[config.mk]
export PLATFORM = sky130hd
export DESIGN_NAME = display_ctrl
export DESIGN_NICKNAME = d
export VERILOG_FILES = /design/src/rtl/display_ctrl_pkg.sv /design/src/rtl/display_ctrl_seg_decoder.sv /design/src/rtl/display_ctrl.sv
export SDC_FILE = /design/constraint.sdc
export NUM_CORES = 1
export LEC_CHECK = 0
export ABC_AREA = 1
export ABC_CLOCK_PERIOD_IN_PS = 1700
export CELL_PAD_IN_SITES_DETAIL_PLACEMENT = 1
export CELL_PAD_IN_SITES_GLOBAL_PLACEMENT = 2
export CORE_MARGIN = 3
export CORE_UTILIZATION = 25
export CTS_BUF_LIST = sky130_fd_sc_hd__clkbuf_2 sky130_fd_sc_hd__clkbuf_4 sky130_fd_sc_hd__clkbuf_8
export DETAILED_ROUTE_END_ITERATION = 12
export PLACE_DENSITY_LB_ADDON = 0.1
export SKIP_LAST_GASP = 1
export SYNTH_ARGS = -nofsm -noshare
export SYNTH_HDL_FRONTEND = slang
export SYNTH_HIERARCHICAL = 1
export SYNTH_SLANG_ARGS = --single-unit
[constraint.sdc]
create_clock -name CLK -period 1.7 [get_ports CLK]
set_clock_uncertainty 0.2 [all_clocks]
set_input_delay 0.51 -clock CLK [delete_from_list [all_inputs] [get_ports CLK]]
set_output_delay 0.51 -clock CLK [all_outputs]
set_load 0.005 [all_outputs]
[src/rtl/display_ctrl_pkg.sv]
// Shared constants and the hex-to-seven-segment mapping for the front-panel driver.
// Segment order is {g,f,e,d,c,b,a}, active-low.
package disp_pkg;

  localparam logic [6:0] SEG_BLANK = 7'h7F;
  localparam logic [6:0] SEG_ZERO  = 7'b1000000;

  function automatic int num_digits(input int data_w);
    return (data_w + 3) / 4;
  endfunction

  function automatic logic [6:0] hex2seg(input logic [3:0] v);
    logic [6:0] seg;
    case (v)
      4'h0: seg = SEG_ZERO;
      4'h1: seg = 7'h79;
      4'h2: seg = 7'h24;
      4'h3: seg = 7'h30;
      4'h4: seg = 7'h19;
      4'h5: seg = 7'h12;
      4'h6: seg = 7'h02;
      4'h7: seg = 7'h78;
      4'h8: seg = 7'h00;
      4'h9: seg = 7'h10;
      4'hA: seg = 7'h08;
      4'hB: seg = 7'h03;
      4'hC: seg = 7'h46;
      4'hD: seg = 7'h21;
      4'hE: seg = 7'h06;
      4'hF: seg = 7'h0E;
    endcase
    return seg;
  endfunction

endpackage

[src/rtl/display_ctrl_seg_decoder.sv]
// One seven-segment digit: hex value to active-low segments, with a blank override.
module seg_decoder
  import disp_pkg::*;
(
  input  logic [3:0] val,
  input  logic       blank,
  output logic [6:0] seg
);

  assign seg = blank ? SEG_BLANK : hex2seg(val);

endmodule

[src/rtl/display_ctrl.sv]
// Front-panel driver: registers bus/register/timestep/DONE into a stable LED and HEX image,
// with a debounced-by-sync register-select button, display hold and a latched DONE blink.
module display_ctrl
  import disp_pkg::*;
#(
  parameter int DATA_W    = 10,
  parameter int NUM_REGS  = 4,
  parameter int TIME_W    = 2,
  parameter int BLINK_DIV = 25_000_000,
  parameter int BLANK_LZ  = 1
) (
  input  logic                               CLK,
  input  logic                               RSTb,
  input  logic [DATA_W-1:0]                  BUS,
  input  logic [NUM_REGS*DATA_W-1:0]         REG_FLAT,
  input  logic [TIME_W-1:0]                  TIME,
  input  logic                               PEEKb,
  input  logic                               SEL_NEXTb,
  input  logic                               HOLD,
  input  logic                               DONE,
  input  logic                               CLR_DONE,
  output logic [DATA_W-1:0]                  LED_B,
  output logic [num_digits(DATA_W)*7-1:0]    DHEX,
  output logic [6:0]                         THEX,
  output logic                               LED_D,
  output logic [$clog2(NUM_REGS)-1:0]        SEL_IDX
);

  localparam int NUM_DIGITS = num_digits(DATA_W);
  localparam int PAD_W      = NUM_DIGITS * 4;
  localparam int SEL_W      = $clog2(NUM_REGS);
  localparam int CNT_W      = $clog2(BLINK_DIV);

  logic              sync1_q, sync1_d;
  logic              sync2_q, sync2_d;
  logic              btn_prev_q, btn_prev_d;
  logic [SEL_W-1:0]  sel_q, sel_d;
  logic [DATA_W-1:0] disp_q, disp_d;
  logic [DATA_W-1:0] led_b_q, led_b_d;
  logic [TIME_W-1:0] time_q, time_d;
  logic              done_prev_q, done_prev_d;
  logic              done_lat_q, done_lat_d;
  logic [CNT_W-1:0]  blink_cnt_q, blink_cnt_d;
  logic              blink_ph_q, blink_ph_d;
  logic              press;
  logic              rise;

  logic [DATA_W-1:0] reg_arr [NUM_REGS];
  logic [PAD_W-1:0]  disp_pad;
  logic [3:0]        time_nib;

  for (genvar r = 0; r < NUM_REGS; r++) begin : g_reg
    assign reg_arr[r] = REG_FLAT[r*DATA_W +: DATA_W];
  end

  always_comb begin
    sync1_d     = SEL_NEXTb;
    sync2_d     = sync1_q;
    btn_prev_d  = sync2_q;
    press       = btn_prev_q & ~sync2_q;
    sel_d       = sel_q;
    disp_d      = disp_q;
    led_b_d     = BUS;
    time_d      = TIME;
    done_prev_d = DONE;
    rise        = DONE & ~done_prev_q;
    done_lat_d  = done_lat_q;
    blink_cnt_d = blink_cnt_q;
    blink_ph_d  = blink_ph_q;

    if (press) begin
      sel_d = (sel_q == SEL_W'(NUM_REGS - 1)) ? '0 : sel_q + 1'b1;
    end

    if (!HOLD) begin
      disp_d = PEEKb ? BUS : reg_arr[sel_q];
    end

    // Set has priority over clear so a completion is never lost.
    if (CLR_DONE) done_lat_d = 1'b0;
    if (rise)     done_lat_d = 1'b1;

    // Blink phase starts dark; it only advances while the registered DONE level is low.
    if (rise || !done_lat_d) begin
      blink_cnt_d = '0;
      blink_ph_d  = 1'b0;
    end else if (done_lat_q && !done_prev_q) begin
      if (blink_cnt_q == CNT_W'(BLINK_DIV - 1)) begin
        blink_cnt_d = '0;
        blink_ph_d  = ~blink_ph_q;
      end else begin
        blink_cnt_d = blink_cnt_q + 1'b1;
      end
    end
  end

  always_ff @(posedge CLK or negedge RSTb) begin
    if (!RSTb) begin
      sync1_q     <= 1'b1;
      sync2_q     <= 1'b1;
      btn_prev_q  <= 1'b1;
      sel_q       <= '0;
      disp_q      <= '0;
      led_b_q     <= '0;
      time_q      <= '0;
      done_prev_q <= 1'b0;
      done_lat_q  <= 1'b0;
      blink_cnt_q <= '0;
      blink_ph_q  <= 1'b0;
    end else begin
      sync1_q     <= sync1_d;
      sync2_q     <= sync2_d;
      btn_prev_q  <= btn_prev_d;
      sel_q       <= sel_d;
      disp_q      <= disp_d;
      led_b_q     <= led_b_d;
      time_q      <= time_d;
      done_prev_q <= done_prev_d;
      done_lat_q  <= done_lat_d;
      blink_cnt_q <= blink_cnt_d;
      blink_ph_q  <= blink_ph_d;
    end
  end

  assign LED_B   = led_b_q;
  assign SEL_IDX = sel_q;
  assign LED_D   = done_prev_q | (done_lat_q & blink_ph_q);

  assign disp_pad = PAD_W'(disp_q);
  assign time_nib = 4'(time_q);

  for (genvar i = 0; i < NUM_DIGITS; i++) begin : g_dig
    logic blank;
    assign blank = (BLANK_LZ != 0) && (i != 0) && (disp_pad[PAD_W-1:4*i] == '0);
    seg_decoder u_dec (
      .val   (disp_pad[4*i +: 4]),
      .blank (blank),
      .seg   (DHEX[7*i +: 7])
    );
  end

  seg_decoder u_time_dec (
    .val   (time_nib),
    .blank (1'b0),
    .seg   (THEX)
  );

endmodule

After elaboration in Yosys (flattened, before gate mapping)
Memory sizes are Yosys's and may differ from the RTL's.
Index checks and enable logic that the tools add are counted.
{ "classes": {"n_addsub": 2, "magnitude_cmp": 1, "eq_ne": 2, "mux": 15, "bitwise": 8, "reduce_logical": 9} }
{ "op_table": {"columns": ["cell", "n"], "rows": [
  ["$mux W25", 3],
  ["$mux W10", 3],
  ["$add A25 B1 Y25 const B", 1],
  ["$eq A25 B25 Y1 const B", 1],
  ["$bmux W10 S2", 1],
  ["$mux W7", 2],
  ["$logic_not A8 Y1", 1],
  ["$mux W1", 5],
  ["$logic_not A4 Y1", 1],
  ["$reduce_bool A2 Y1", 2],
  ["$and A1 B1 Y1", 3],
  ["$ge A3 B3 Y1 const B", 1],
  ["$not A1 Y1", 3],
  ["$not A2 Y3", 1],
  ["$add A2 B1 Y2 const B", 1],
  ["$eq A2 B2 Y1 const B", 1],
  ["$logic_not A1 Y1", 2],
  ["$mux W2", 1],
  ["$reduce_and A2 Y1", 1],
  ["$logic_and A1 B1 Y1", 1],
  ["$logic_or A1 B1 Y1", 1],
  ["$or A1 B1 Y1", 1]
]} }
{ "word_totals": {"regBits": 55, "romBits": 448, "in_bits": 59, "word_cells": 52, "memories": 4} }
{ "mem_list": {"columns": ["memory", "depth", "word_bits", "read_ports", "rd_clocked_by_memory_dff", "write_ports", "line", "source"], "rows": [
  ["(no name shown)", 16, 7, 1, 0, 0, "display_ctrl_pkg.sv:14", "case (v)"],
  ["(no name shown)", 16, 7, 1, 0, 0, "display_ctrl_pkg.sv:14", null],
  ["(no name shown)", 16, 7, 1, 0, 0, "display_ctrl_pkg.sv:14", null],
  ["(no name shown)", 16, 7, 1, 0, 0, "display_ctrl_pkg.sv:14", null]
]} }

Longest topological paths before layout
Gate-level depths: netlist of the first run.
{ "depth": {"depth_word": 7, "ltp_mapped": 10, "mapped_depth_nobuf": 10} }

Hierarchy
Netlist of the first run, hierarchy kept.
{ "modules_own_cells": {"columns": ["mod", "instances", "cells_each", "area_per_inst_um2"], "rows": [
  ["display_ctrl", 1, 410, 3047.9],
  ["seg_decoder", 4, 51, 294.0]
]} }

Worst setup path before layout of the first run
Ideal clock, no wire load.
{ "synth_path": {"path_type": "register -> output", "start": "register disp_q[4]", "end": "output port DHEX[10]", "arrival_time_ns": 1.052, "required_time_ns": 0.990, "setup_slack_ns": -0.062, "path_stages_with_launch": 6, "path_cell_list": "dfrtp_1 > inv_1 > ha_1 > nand2_1 > nand3_1 > nand3_1"} }
{ "synth_between": {"elab_chain_cells": 2, "word_cells_on_any_way": 3, "classes_between": "mux: 1; reduce/logical: 1; memory: 1"} }
{ "synth_rtl": {"columns": ["item", "line", "source"], "rows": [
  ["start, declared", "display_ctrl.sv:38", "logic [DATA_W-1:0] disp_q, disp_d;"],
  ["start signal, assigned", "display_ctrl.sv:115", "disp_q <= disp_d;"],
  ["$mem_v2 Z16 W7 / $logic_not A8 Y1 (equally long branches)", null, null],
  ["$mux W7 (*)", "display_ctrl_seg_decoder.sv:10", "assign seg = blank ? SEG_BLANK : hex2seg(val);"],
  ["end, declared", "display_ctrl.sv:23", "output logic [num_digits(DATA_W)*7-1:0] DHEX,"]
]} }
Mark *: on every way between the ends. The rest lies on a longest branch, timed or not.

Final worst setup path of the first run
{ "layout_path": {"start": "register disp_q[0]", "end": "output port DHEX[4]"} }
{ "layout_between": {"elab_chain_cells": 1} }
{ "layout_rtl": {"columns": ["item"], "rows": [
  ["$mem_v2 Z16 W7"]
]} }
No other way between the ends.

==> impl.org, run 1 <==
** Timing
- Number of pins exceeding their max-slew limit in the final report :: 0
- Setup violations remaining at the end of the flow were counted as 49.
- Final worst hold slack :: 164 ps
- Once routing completed, OpenROAD measured the worst setup slack at -551 ps.
- Setup repair after global routing could not meet its margin everywhere.
- Aggregate negative setup slack :: -13820 ps
- For this run, the top clock speed supported by timing is 444 MHz.
- Final Hold Viols :: 0
- Share of the clock period used by the worst path after layout :: 132%
- Shortest clock period the worst path allows after layout :: 2250 ps

** Floorplanning
- Initial Utilization :: 26.0%
- For this design the top-level I/O count stands at 100.
- The floorplan step set the die width to 136 um.
- The die is 136 um tall.
- The floorplan step defined a core boundary enclosing 0.0162 sq mm.
- Std-Cell Rows :: 46
- The die covers 0.0185 sq mm.

** Worst hold path
- Worst hold-check path type :: reg2reg
- For hold timing, the worst endpoint is btn_prev_d.
- The worst hold path was traced through 0 stages.
- Min-delay src :: sync1_q

** Yosys
- The synthesized design contains 0 enable-type register cells.
- The share of synthesized area in the top cell type comes to 30.8%.
- Proportion of register bits with asynchronous set or reset after synthesis :: 100%
- The average instance in the mapped netlist occupies 6.88 sq um.
- For this run, the register share of the synthesized area comes to 32.7%.
- Netlist cell types :: 30
- The synthesized design contains 55 register bits.
- For this run, the leading register cell type out of synthesis is sky130_fd_sc_hd__dfrtp_1.
- The cell area that synthesis handed to floorplanning was 0.00422 sq mm.
- Synth top area cells :: sky130_fd_sc_hd__dfrtp_1 (31%), sky130_fd_sc_hd__nand2_1 (14%), sky130_fd_sc_hd__nand3_1 (9.5%)
- Instance count of the mapped netlist :: 614
- During synthesis, Yosys emitted a total of 6 warnings.
- Summed over all instances, the cell type with the most area after synthesis is sky130_fd_sc_hd__dfrtp_1.

** Finish
- Antenna diode instance count :: 0
- In the final layout, the share of cells above drive strength 1 is 42.4%.
- Summing all non-filler instances in the final layout gives an area of 0.00729 sq mm.
- Layout overhead on the synthesized area :: 72.7%
- Footprint of the multi-input gates :: 0.00322 sq mm
- Register cell area after layout :: 0.00139 sq mm
- Layout filler cell count :: 1982
- Post-layout net count :: 925

** Drt
- Before antenna repair, the detailed router went through 4 iterations.
- Using the TritonRoute via totals, the vias-per-cell ratio works out to 4.51.
- Final routed wire length divided by cell count :: 15.0 um
- In this run, the number of DRC markers left after iteration 0 of detailed routing was 101.
- After detailed routing, the total wire length is 15800 um.
- Vias post-DR :: 4745
- In this run the remaining antenna-violating nets after routing total 0.
- For this run, design rule violations remaining after detail routing come to 0.

** GRT
- Total congestion overflow after global routing :: 0
- The number of antenna violations at the first check in global routing is 0.
- The first global-routing pass estimated 25600 um of wire.
- Total GRT Usage :: 16.8%
- Entering global routing, the biggest net connects 56 pins.
- Via count of the first global-routing pass :: 5095

** Worst setup path
- STA classifies the critical path startpoint as a flip-flop.
- Setup slack on the worst flop-to-flop path :: -110 ps
- Cell repeated most along the worst path :: sky130_fd_sc_hd__nand3_2
- The critical path runs through a total of 7 cells.
- Startpoint of the worst-slack reg-to-reg timing path :: blink_cnt_q[0]
- Reg2reg path depth :: 9
- Data on the critical path arrives at its endpoint at 1540 ps.
- In this design, the largest share of critical-path delay is due to flip-flops.
- For this run, the slowest stage of the critical path takes 490 ps.
- The largest individual stage delay along the critical path comes from the cell sky130_fd_sc_hd__dfrtp_2.
- CP Buf/Inv Count :: 3
- The critical path in this run is classified as reg2out.
- Along the worst path, the maximum fanout reaches 5.
- Worst path required time :: 990 ps
- Cell Chain, Critical Path :: clkinv_4 > buf_12 > ha_4 > nand2_2 > nand3_2 > nand3_2 > buf_2
- Reg-to-reg endpoint :: blink_cnt_q[11]
- STA classifies the critical path endpoint as a primary output.

** Power and ir drop
- The worst-case IR drop observed on VDD is 466 uV.
- Power per cell area :: 764 mW/mm^2
- Leak pwr :: 3.25 nW

** CTS
- Total CTS buffers :: 5
- The H-tree was split into 2 levels.
- Clock-pin slew reported for the worst setup and hold paths after clock tree synthesis :: 110 ps
- Clk sinks :: 55
- The tree is rooted in a sky130_fd_sc_hd__clkbuf_8.
- For the worst-skew pair, the clock arrives at the later sink with an insertion delay of 320 ps.
- TritonCTS clock tree :: yes
- The longest clock path from root to sink contains 2 buffers.

** Place
- Buffers placed on the I/O ports in this run total 98.
- In this run the cell area measured after placement is 0.00607 sq mm.
- At the placement stage, the worst setup path has a slack of -574 ps.
- Sum of net half-perimeters after detailed placement :: 11700 um
- Routability-driven placement finished with a final weighted congestion of 0.813.

** Outcome
- The checks that failed: negative setup slack.
- Run status :: complete, but fails checks

** Flow run
- Max_cap viols :: 0
per-layer routing:
metal	wire, um	vias up	track usage, %
met4	167	0	2.35
met2	8470	47	32.0
li1	-	2394	-
met1	6930	2295	21.0
met5	0	-	0
met3	267	9	1.70
kinds of logic after synthesis:
kind of cell | share of synthesized area [%]
compound gates | 9.39
xor+xnor | 1.87
fa+ha+maj | 8.89
buf+inv | 8.80
flops | 32.7
other cells | 0.0888
simple gates | 38.3
flip-flops by register name (all words and copies together) (netlist names), 2 cells and up:
signal and flops:
blink_cnt_q 25, LED_B 10, disp_q 10, SEL_IDX 2
time_q 2
final cells by class:
| cell class | instances | share of cell area [%] |
|---|---|---|
| tap | 216 | 3.70 |
| sequential | 55 | 19.1 |
| inverter | 68 | 4.25 |
| clock inverter | 3 | 0.395 |
| clock buffer | 5 | 0.943 |
| multi-input combinational | 483 | 44.2 |
| timing repair buffer | 223 | 27.5 |
power breakdown:
group	internal [W]	switching [W]
registers	0.00142	0.000163
logic	0.00159	0.00160
clock network	0.000307	0.000496
timing repair:
action | in CTS | in global routing
resized for setup | 236 | 145
pin swaps | 37 | 62
hold endpoints to repair | 52 | 0
cloned | 0 | 1
hold buffers | 1 | 0
setup buffers | 28 | 17
setup endpoints to repair | 66 | 70
cells in the final DEF (no fill, tap or decap), types with 3 or more instances in the layout:
cell,instances
sky130_fd_sc_hd__nor2_2,16
sky130_fd_sc_hd__inv_8,4
sky130_fd_sc_hd__nor2_1,67
sky130_fd_sc_hd__a21oi_2,3
sky130_fd_sc_hd__nor2_4,15
sky130_fd_sc_hd__ha_2,3
sky130_fd_sc_hd__nand4_1,3
sky130_fd_sc_hd__nand3_2,38
sky130_fd_sc_hd__ha_4,16
sky130_fd_sc_hd__clkinv_4,3
sky130_fd_sc_hd__buf_12,6
sky130_fd_sc_hd__o21ai_0,21
sky130_fd_sc_hd__nand3_4,6
sky130_fd_sc_hd__clkdlybuf4s50_1,56
sky130_fd_sc_hd__buf_6,39
sky130_fd_sc_hd__nand3_1,41
sky130_fd_sc_hd__dfrtp_1,44
sky130_fd_sc_hd__conb_1,10
sky130_fd_sc_hd__buf_2,27
sky130_fd_sc_hd__inv_4,8
sky130_fd_sc_hd__dfstp_2,3
sky130_fd_sc_hd__o22ai_1,9
sky130_fd_sc_hd__o21ai_1,4
sky130_fd_sc_hd__clkbuf_8,5
sky130_fd_sc_hd__inv_2,13
sky130_fd_sc_hd__o22ai_2,3
sky130_fd_sc_hd__buf_4,80
sky130_fd_sc_hd__a21oi_1,17
sky130_fd_sc_hd__o21ai_2,13
sky130_fd_sc_hd__nand2_2,30
sky130_fd_sc_hd__inv_1,39
sky130_fd_sc_hd__xor2_1,8
sky130_fd_sc_hd__dfrtp_2,8
sky130_fd_sc_hd__clkdlybuf4s15_1,11
sky130_fd_sc_hd__nand2_1,133
sky130_fd_sc_hd__ha_1,11
sky130_fd_sc_hd__nand2_4,7
worst max path at each step:
stage               from        to  slack (ps)
5_1_grt        disp_q[4]  DHEX[13]        -640
4_1_cts        disp_q[8]  DHEX[17]        -590
6_report       disp_q[0]   DHEX[4]        -550
3_3_place_gp   disp_q[9]  DHEX[10]        -570
2_1_floorplan  time_q[1]   THEX[0]           2
3_5_place_dp   disp_q[9]  DHEX[12]        -570
cell usage after synthesis, drive strengths merged, types with 2 or more instances:
cell type / count
nand2: 170
nor2: 98
nand3: 85
inv: 66
dfrtp: 52
o21ai: 39
ha: 30
a21oi: 20
o22ai: 12
buf: 9
clkbuf: 8
xor2: 8
nor3: 4
dfstp: 3
nand4: 3
clkinv: 2
stage by stage:
step                      total power [W]  util, %  cells
after floorplan                   0.00271        -    623
after global placement            0.00394     37.4   1002
after detailed placement          0.00400     37.4   1002
after CTS                         0.00511     41.3   1039
after global routing              0.00602     44.9   1053
final                             0.00558     44.9   1053
(Power assumes the default switching activity.)
==> run 2: changes to the inputs <==
ABC_CLOCK_PERIOD_IN_PS = 2100   (was 1700)
CORE_UTILIZATION = 28   (was 25)
clock period = 2.1 ns   (was 1.7 ns; I/O delays follow)
==> impl.org, run 2 (synthesis gave the netlist of run 1 again) <==
** Floorplanning
- Number of top-level pins :: 100 (unchanged)
- Initial Utilization :: 28.8% (+2.8 points)
- The vertical die dimension is 129 um (-5.3%).
- The row count was 44 (-4.3%).
- The overall die area came to 0.0166 sq mm (-10%).
- The die extent in x was 129 um (-5.3%).
- Core region area :: 0.0146 sq mm (-9.8%)

** Worst setup path
- Startpoint kind of the worst setup timing path :: flip-flop
- Setup slack on the worst flop-to-flop path :: 220 ps (+330 ps)
- By startpoint and endpoint, the worst setup path is classified as reg2out.
- The worst setup path is captured at a primary output.
- Worst path required time :: 1270 ps (+280 ps)
- CP max FO :: 4 (-1)
- Startpoint of the worst-slack reg-to-reg timing path :: blink_cnt_q[0]
- Reg2reg path depth :: 9 (unchanged)
- Endpoint arrival time on the critical path :: 1580 ps (+40 ps)
- The worst register-to-register path ends at blink_cnt_q[22].

** Power and ir drop
- The leakage power came to 2.95 nW (-9.3%).
- Net switching power :: 0.00173 W (-23%)
- Power per cell area :: 646 mW/mm^2 (-16%)
- The power share of the sequential group is 29.5% (+1.1 points).
- Internal power of the cells :: 0.00252 W (-24%)
- Switching share of total power :: 40.7% (+0.21 points)
- The share of total power in the clock network came to 15.6% (+1.2 points).
- Logic gate share of total power :: 54.9% (-2.3 points)
- The worst voltage drop across the vdd grid came to 325 uV (-30%).
- Final total power :: 0.00426 W (-24%)

** GRT
- The first-pass GRT wire length is 23900 um (-6.6%).
- The overflow left after global routing is 0 (unchanged).
- The via count of the first global-routing pass came to 4884 (-4.1%).
- Total GRT Usage :: 17.5% (+0.68 points)
- The largest net degree at the start of global routing is 22 (-61%).
- The number of antenna violations at the first check in global routing came to 0 (unchanged).

** Timing
- Transition time at the pin with the least slew margin :: 507 ps
- The setup slack of the critical path after layout came to -306 ps (+245 ps).
- Share of the clock period used by the worst path after layout :: 115%
- Relative slew slack :: 66.2%
- Number of pins exceeding their max-slew limit in the final report :: 0 (unchanged)
- Shortest clock period the worst path allows after layout :: 2410 ps
- Peak clock frequency supported by timing :: 416 MHz
- The number of failing hold endpoints at the final stage was 0 (unchanged).
- The final setup violation count was 25 (-49%).
- Unrepaired setup endpoints after global routing :: yes

** Finish
- Layout filler cell count :: 1808 (-8.8%)
- Max reg flops :: 25 (unchanged)
- The top cell types in the final layout, fill and taps aside, are sky130_fd_sc_hd__nand2_1 (149), sky130_fd_sc_hd__nor2_1 (73), sky130_fd_sc_hd__clkdlybuf4s50_1 (68).
- The share of the core filled with cells in the final layout is 45.0% (+0.076 points).
- From synthesis to final layout, the design area changed by 56.1%.
- The sequential cell area is 0.00139 sq mm (-0.18%).
- The share of layout cells above drive strength 1 came to 32.1% (-10 points).
- Footprint of the multi-input gates :: 0.00294 sq mm (-8.7%)
- Leaving out fill and tap cells, the most frequent cell in the layout is sky130_fd_sc_hd__nand2_1.
- Top register by number of flip-flops :: blink_cnt_q
- Post-layout net count :: 886 (-4.2%)
- Antenna diode instance count :: 0 (unchanged)

** Drt
- The ratio of routed vias to standard cells is 4.73 (+5.0%).
- Vias post-DR :: 4645 (-2.1%)
- The total routed wirelength came to 14900 um (-5.7%).
- Final routed wire length divided by cell count :: 15.2 um (+1.1%)
- The number of DRC violations after detailed routing is 0 (unchanged).
- The remaining antenna violation count after routing is 0 (unchanged).
- The first-pass iteration count of the detailed router was 4 (unchanged).
- Initial DRC count :: 203 (+100%)

** CTS
- The number of sinks handled by clock tree synthesis was 55 (unchanged).
- Latest clock arrival within the worst-skew pair :: 330 ps (about the same)
- Total CTS buffers :: 5 (unchanged)
- The number of hold-repair buffers added at the cts stage came to 0 (-1).
- The H-tree depth is 2 (unchanged).
- Clock-pin slew reported for the worst setup and hold paths after clock tree synthesis :: 110 ps (about the same)
- The largest buffer count on any clock path was 2 (unchanged).
- The root buffer cell chosen for the clock tree is sky130_fd_sc_hd__clkbuf_8.
- TritonCTS clock tree :: yes

** Place
- Sum of net half-perimeters after detailed placement :: 11100 um (-5.4%)
- Final estimated routing congestion in global placement :: 0.842 (+3.6%)
- The number of input and output port buffers inserted is 98 (unchanged).

** Outcome
- Failing checks :: negative setup slack
- The flow ran to the end, but the final reports show violations.

** Worst hold path
- The tightest min-delay check is of the in2async type.

** Flow run
- Max_cap viols :: 0 (unchanged)
## run 2: per-layer routing
metal | GRT usage, % | wire (um)
met1 | 22.1 | 6530
met2 | 32.7 | 7800
met3 | 1.83 | 452
met4 | 2.78 | 138
met5 | 0 | 0
## run 2: per-stage QoR
stage / TNS (ps) / instance area [sq um] / std cells / hold WS, ps / setup slack, ps
finish: -5280 / 6590 / 982 / 57.9 / -306
global route: -7540 / 6590 / 982 / 77.2 / -403
CTS: -6720 / 6320 / 973 / 68.0 / -382
detailed placement: -8190 / 5730 / 932 / 149 / -320
global placement: -6940 / 5730 / 932 / 148 / -285
floorplan: 0 / 4260 / 623 / 134 / 218
## run 2: worst max-delay path, stage by stage, from the launching register on
cell and delay, ps:
sky130_fd_sc_hd__dfrtp_2 460, sky130_fd_sc_hd__nor2_2 130, sky130_fd_sc_hd__nand2_2 90, sky130_fd_sc_hd__nor3_4 110, sky130_fd_sc_hd__inv_2 70, sky130_fd_sc_hd__buf_6 120
sky130_fd_sc_hd__buf_6 110, sky130_fd_sc_hd__nand3_2 50, sky130_fd_sc_hd__buf_2 110
## run 2: area by class of cell
class,count,share of cell area [%]
Tap cell,184,3.49
Clock inverter,3,0.512
Sequential cell,55,21.0
Clock buffer,5,1.04
Multi-Input combinational cell,483,44.6
Inverter,68,4.27
Timing Repair Buffer,184,25.0
## run 2: power groups by stage
| stage | Combinational (W) | Clock (W) | Sequential [W] |
|---|---|---|---|
| global route | 0.00258 | 0.000758 | 0.00127 |
| CTS | 0.00206 | 0.000700 | 0.00124 |
| global placement | 0.00181 | 0 | 0.00124 |
| floorplan | 0.000921 | 0 | 0.00124 |
| finish | 0.00234 | 0.000664 | 0.00126 |
| detailed placement | 0.00183 | 0 | 0.00125 |
## run 2: what timing repair did
item / CTS / global route
endpoints found under the hold margin: 0 / 0
endpoints found under the setup margin: 29 / 29
resized for setup: 190 / 62
setup buffers: 33 / 13
cloned: 0 / 0
pin swaps: 29 / 32
## run 2: worst max path at each step
| stage | cells past startpoint | slack, ps | startpoint | to |
|---|---|---|---|---|
| 2_1_floorplan | 5 | 220 | disp_q[4] | DHEX[10] |
| 3_3_place_gp | 6 | -280 | disp_q[8] | DHEX[10] |
| 3_5_place_dp | 7 | -320 | disp_q[5] | DHEX[10] |
| 4_1_cts | 8 | -380 | disp_q[5] | DHEX[11] |
| 5_1_grt | 8 | -400 | disp_q[5] | DHEX[11] |
| 6_report | 8 | -310 | disp_q[5] | DHEX[11] |
